===== config.mk =====
export PLATFORM = sky130hd
export DESIGN_NAME = vec_mem_sequencer
export DESIGN_NICKNAME = d
export VERILOG_FILES = /design/src/rtl/vec_pkg.sv /design/src/rtl/vec_idx_counter.sv /design/src/rtl/vec_mem_sequencer.sv
export SDC_FILE = /design/constraint.sdc
export NUM_CORES = 1
export LEC_CHECK = 0
export CAP_MARGIN = 10
export CORE_UTILIZATION = 30
export CTS_CLUSTER_DIAMETER = 80
export DETAILED_ROUTE_END_ITERATION = 8
export DONT_BUFFER_PORTS = 1
export GPL_TIMING_DRIVEN = 0
export PLACE_DENSITY = 0.53
export SLEW_MARGIN = 20
export SYNTH_ARGS = -nofsm -noshare
export SYNTH_HDL_FRONTEND = slang
export SYNTH_HIERARCHICAL = 1
export SYNTH_SLANG_ARGS = --single-unit

===== constraint.sdc =====
create_clock -name clk -period 3.6 [get_ports clk]
set_input_delay 0.36 -clock clk [delete_from_list [all_inputs] [get_ports clk]]
set_output_delay 0.36 -clock clk [all_outputs]
set_load 0.005 [all_outputs]

===== src/rtl/vec_pkg.sv =====
// Shared types and constants for the memory-to-memory vector sequencers.
package vec_pkg;

    localparam int ADDR_W_DEF = 8;
    localparam int LEN_W_DEF  = 8;
    localparam int MEM_RD_LAT = 1;

    typedef enum logic [2:0] {
        ST_IDLE    = 3'd0,
        ST_FETCH_A = 3'd1,
        ST_FETCH_B = 3'd2,
        ST_EXEC    = 3'd3,
        ST_WRITE   = 3'd4,
        ST_DONE    = 3'd5
    } state_t;

endpackage


===== src/rtl/vec_idx_counter.sv =====
// Element index counter with clear, increment and last-element flag.
module vec_idx_counter #(
    parameter int LEN_W = 8
) (
    input  logic             clk,
    input  logic             rst,
    input  logic             clr,
    input  logic             inc,
    input  logic [LEN_W-1:0] vlen,
    output logic [LEN_W-1:0] idx,
    output logic             last
);

    always_ff @(posedge clk) begin
        if (rst || clr) begin
            idx <= '0;
        end else if (inc) begin
            idx <= idx + 1'b1;
        end
    end

    assign last = (idx == (vlen - 1'b1));

endmodule


===== src/rtl/vec_mem_sequencer.sv =====
// Per-element sequencer: fetch A, fetch B, load operands, write result back.
//   state    | meaning
//   IDLE     | waiting for start, idx held at 0
//   FETCH_A  | memory address = base_a + idx
//   FETCH_B  | address = base_b + idx, A data arrives -> ld_a
//   EXEC     | B data arrives -> ld_b, address held
//   WRITE    | address = base_d + idx, mem_we; advance or finish
//   DONE     | one-cycle completion pulse
module vec_mem_sequencer
    import vec_pkg::*;
#(
    parameter int ADDR_W = ADDR_W_DEF,
    parameter int LEN_W  = LEN_W_DEF
) (
    input  logic              clk,
    input  logic              rst,
    input  logic              start,
    input  logic              abort,
    input  logic [ADDR_W-1:0] base_a,
    input  logic [ADDR_W-1:0] base_b,
    input  logic [ADDR_W-1:0] base_d,
    input  logic [LEN_W-1:0]  vlen,
    output logic [ADDR_W-1:0] mem_addr,
    output logic              mem_we,
    output logic              ld_a,
    output logic              ld_b,
    output logic [LEN_W-1:0]  elem_idx,
    output logic              busy,
    output logic              done
);

    state_t            state;
    state_t            state_next;
    logic [ADDR_W-1:0] base_a_q;
    logic [ADDR_W-1:0] base_b_q;
    logic [ADDR_W-1:0] base_d_q;
    logic [LEN_W-1:0]  vlen_q;
    logic [LEN_W-1:0]  idx;
    logic [ADDR_W-1:0] idx_addr;
    logic              idx_last;
    logic              idx_clr;
    logic              idx_inc;

    always_ff @(posedge clk) begin
        if (rst) begin
            state <= ST_IDLE;
        end else begin
            state <= state_next;
        end
    end

    // Operation parameters are frozen at the accepting start edge.
    always_ff @(posedge clk) begin
        if (rst) begin
            base_a_q <= '0;
            base_b_q <= '0;
            base_d_q <= '0;
            vlen_q   <= '0;
        end else if (state == ST_IDLE && start) begin
            base_a_q <= base_a;
            base_b_q <= base_b;
            base_d_q <= base_d;
            vlen_q   <= vlen;
        end
    end

    always_comb begin
        state_next = state;
        case (state)
            ST_IDLE: begin
                if (start) begin
                    state_next = (vlen != '0) ? ST_FETCH_A : ST_DONE;
                end
            end
            ST_FETCH_A: state_next = ST_FETCH_B;
            ST_FETCH_B: state_next = ST_EXEC;
            ST_EXEC:    state_next = ST_WRITE;
            ST_WRITE:   state_next = idx_last ? ST_DONE : ST_FETCH_A;
            ST_DONE:    state_next = ST_IDLE;
            default:    state_next = ST_IDLE;
        endcase
        if (abort && state != ST_IDLE) begin
            state_next = ST_IDLE;
        end
    end

    assign idx_clr = (state_next == ST_IDLE);
    assign idx_inc = (state == ST_WRITE) && !idx_last;

    vec_idx_counter #(
        .LEN_W (LEN_W)
    ) u_idx (
        .clk  (clk),
        .rst  (rst),
        .clr  (idx_clr),
        .inc  (idx_inc),
        .vlen (vlen_q),
        .idx  (idx),
        .last (idx_last)
    );

    assign idx_addr = ADDR_W'(idx);

    always_comb begin
        mem_addr = '0;
        mem_we   = 1'b0;
        ld_a     = 1'b0;
        ld_b     = 1'b0;
        busy     = (state != ST_IDLE);
        done     = 1'b0;
        elem_idx = idx;
        case (state)
            ST_FETCH_A: mem_addr = base_a_q + idx_addr;
            ST_FETCH_B: begin
                mem_addr = base_b_q + idx_addr;
                ld_a     = 1'b1;
            end
            ST_EXEC: begin
                mem_addr = base_b_q + idx_addr;
                ld_b     = 1'b1;
            end
            ST_WRITE: begin
                mem_addr = base_d_q + idx_addr;
                mem_we   = 1'b1;
            end
            ST_DONE:    done = 1'b1;
            default:    mem_addr = '0;
        endcase
    end

endmodule

==> impl_results.md <==
- Mapped Area: 0.00253 mm2
- Post-synthesis adder-cell area fraction: approximately 5.6%
- Fmax: 0.305 GHz
- Post-synth EDFFs: 0
- Final Skew: around 0.0026 ns
- Worst Path Max Fanout: 19
- RSZ-0062 raised after global routing: no
- Largest family of logic cells by synthesized area: simple AND/OR/NAND/NOR gates
- Top cells by area, synth: dfxtp_1 34%, nand2_1 11%, a21oi_1 9.5%
- Multiplexer share of the synthesized area: around 4.4%
- Critical Setup Path Class: register to primary output
- CTS tree: yes
- Worst setup endpoint: mem_addr[6]
- Comb power frac: between 10% and 20%
- Final Hold Vio Count: 0
- Clock Power Share: around a third
- Synth Area in Simple Gates: a little over a quarter
- CP startpoint: state[1]$_SDFF_PP0_
- Register area share after synthesis: 34.0%
- Iteration count of the initial detailed-routing pass: 4
- Static Leak: around 1.1 nW
- Syn_area_per_cell: slightly below 8 um2
- Worst Path Arrival: between 2 and 3 ns
- Vias per cell: approximately 5
- Chip width: ~94 um
- DRC viols: 0
- Worst setup SP type: register
- Xor/xnor share of the synthesized area: between 5 and 6%
- Post-Place Setup Slack: 0.408 ns
- Largest net degree at the start of global routing: 14
- Yosys warnings: 6
- CTS root buf: clkbuf_8
- I/O Buffers: 0
- R2r startpoint: vlen_q[3]$_SDFFE_PP0P_
- DRT Wirelength: ~6400 um
- CP max stage delay: between 0.3 and 0.4 ns
- Area Overhead vs Synth: 9.54%
- Layout net count: ~380
- DR vias: about 2200
- Clk slew on worst S/H paths: about 0.08 ns
- Die Area: 0.00881 mm2
- Fin crit period: about 3.3 ns
- Crit-path leading delay family: compound AO/OA/AOI/OAI gates
- Gate Count Post-Synth: approximately 330
- R2R setup slack: between 0.8 and 0.9 ns
- Share of the synthesized area in the top cell type: roughly 34%
- Commonest non-fill, non-tap cell in the layout: nand2_1
- Clk buf depth: 2
- Gp weighted congestion: 0.785
- Core ar.: between 0.008 and 0.009 mm2
- Initial DRC count: 66
- Slew HR: roughly 61%
- Reg power frac: between 40% and 50%
- Async SR Flop Fraction: 0%
- Commonest cells after routing, fill and taps aside: 74 x nand2_1, 48 x a21oi_1, 43 x dfxtp_1
- FP Rows: 33
- Switching Power: 0.299 mW
- Total GRT Usage: between 10% and 20%
- Sw Share: a little over a quarter
- Setup TNS: 0 ns
- Worst path depth: 13
- Clk_lat worst skew: approximately 0.3 ns
- Number of synthesized register bits: 43
- PwrDens: approximately 400 mW/mm2
- Worst setup EP type: primary output
- Synth unique cells: 48
- Compound-cell area share of the yosys netlist: roughly 18%
- Net Count, Synth: ~370
- CP Data Required Time: between 3 and 4 ns
- Max-slew violation count: 0
- Max-cap violation count: 0
- Antenna diode count: 0
- Worst-Margin Slew: approximately 0.58 ns
- Primary FF master, synth: dfxtp_1
- Internal Pwr Total: 0.807 mW
- Clk sinks: 43
- Crit path buf inv count: 3
- Htree depth: 2
- FILL cells: a little over 900
- DP HPWL: around 5200 um
- Total grt overflow: 0
- WL per Instance: between 10 and 15 um
- Critical-path cell list: buf_6 > buf_2 > nor2b_1 > a211oi_1 > a21oi_1 > ha_1 > inv_1 > fa_1 > nor2b_1 > o31a_1 > o21a_1 > o21a_1 > nor3_1
- # IOs: 57
- Share of layout cells above drive strength 1: around 9%
- Reg2Reg Capture Point: u_idx/idx[5]$_SDFFE_PP0P_
- First-pass GRT wire length: about 11000 um
- DIE HEIGHT: roughly 94 um
- Final setup viols: 0
- Initial antenna violation count: 0
- Min-delay worst type: primary input to register
- Period utilisation layout: 91.2%
- Status: finished clean
- Vias in the first global route: between 2000 and 2500
- Peak VDD IR: between 0.2 and 0.25 mV
- Final WS setup: ~0.32 ns
- Slowest-stage cell, CP: dfxtp_1
- Starting density of the core: between 30% and 40%
- CTS Buf Count: 5
- Post-route ant nets: 0
- Largest area contributor in the netlist: dfxtp_1
- Worst Reg-to-Reg Cells: 9
-- worst min path at each step --
stage | cells after the start | start | to
2_1_floorplan | 2 | base_d_q[0]$_SDFFE_PP0P_ | base_d_q[0]$_SDFFE_PP0P_
3_3_place_gp | 1 | abort | state[1]$_SDFF_PP0_
3_5_place_dp | 1 | abort | state[1]$_SDFF_PP0_
4_1_cts | 1 | abort | state[1]$_SDFF_PP0_
5_1_grt | 1 | abort | state[1]$_SDFF_PP0_
6_report | 1 | abort | state[1]$_SDFF_PP0_
-- through the flow --
stage / power (mW) / utilization, % / hold slack (ns) / instance area (um2) / std cells
after CTS: 1.12 / 34.0 / 0.121 / 2780 / 441
final: 1.11 / 33.9 / 0.127 / 2770 / 439
after detailed placement: 0.730 / 32.6 / 0.442 / 2660 / 433
after floorplan: 0.685 / - / 0.436 / 2530 / 328
after global placement: 0.726 / 32.6 / 0.443 / 2660 / 433
after global routing: 1.17 / 33.9 / 0.115 / 2770 / 439
-- timing repair --
item                                    4_1_cts  5_1_grt
hold buffers                                  0        0
gates resized for setup                       0        1
buffers inserted                              0        0
endpoints found under the setup margin        0        2
-- registers in the layout, indices dropped and copies added, names as in the netlist --
name       flops
state          3
base_b_q       8
vlen_q         8
u_idx/idx      8
base_d_q       8
base_a_q       8
-- power by group through the flow --
stage                     registers, mW  logic [mW]  clock network (mW)
after floorplan                   0.528       0.156                   0
after CTS                         0.525       0.194               0.400
final                             0.525       0.191               0.389
after global placement            0.536       0.190                   0
after detailed placement          0.537       0.194                   0
after global routing              0.529       0.217               0.422
-- routing by layer --
metal  up-vias  part of all wire [%]  track usage, %
li1       1133                     -               -
met1      1001                    50            22.3
met2        45                    43            24.8
met3         7                   4.9            3.48
met4         0                   1.7            4.74
met5         -                     0               0
-- cells by family after synthesis --
group / count (synthesis)
simple gates: 141
compound gates: 76
flops: 43
buf+inv: 30
xor+xnor: 16
mux: 11
fa+ha+maj: 11
-- layout make-up --
type	instances	area, um2	share of cell area [%]
clock inverter	2	35.0	1.26
sequential	43	861	31.0
tap	105	131	4.74
multi-input combinational	255	1540	55.4
clock buffer	6	82.6	2.98
buffer	20	97.6	3.52
inverter	8	30.0	1.08
-- synth_stat cells, types with 2 or more instances --
cell	number
a211oi_1	10
clkbuf_1	9
and3_1	2
dfxtp_1	43
xor2_1	7
buf_1	2
nor4_1	3
inv_1	8
xnor2_1	9
a21oi_1	48
o21a_1	3
nor2b_1	10
or3_1	3
mux2i_1	10
nand2b_1	3
nor2_1	17
buf_2	9
nor3_1	7
nor3_2	2
nand2_1	74
o21ai_0	6
nor3b_1	2
nand3_1	2
or3_4	2
nand4_1	4
a21o_1	3
ha_1	9
No activity file was read; power rests on OpenSTA's default activity.
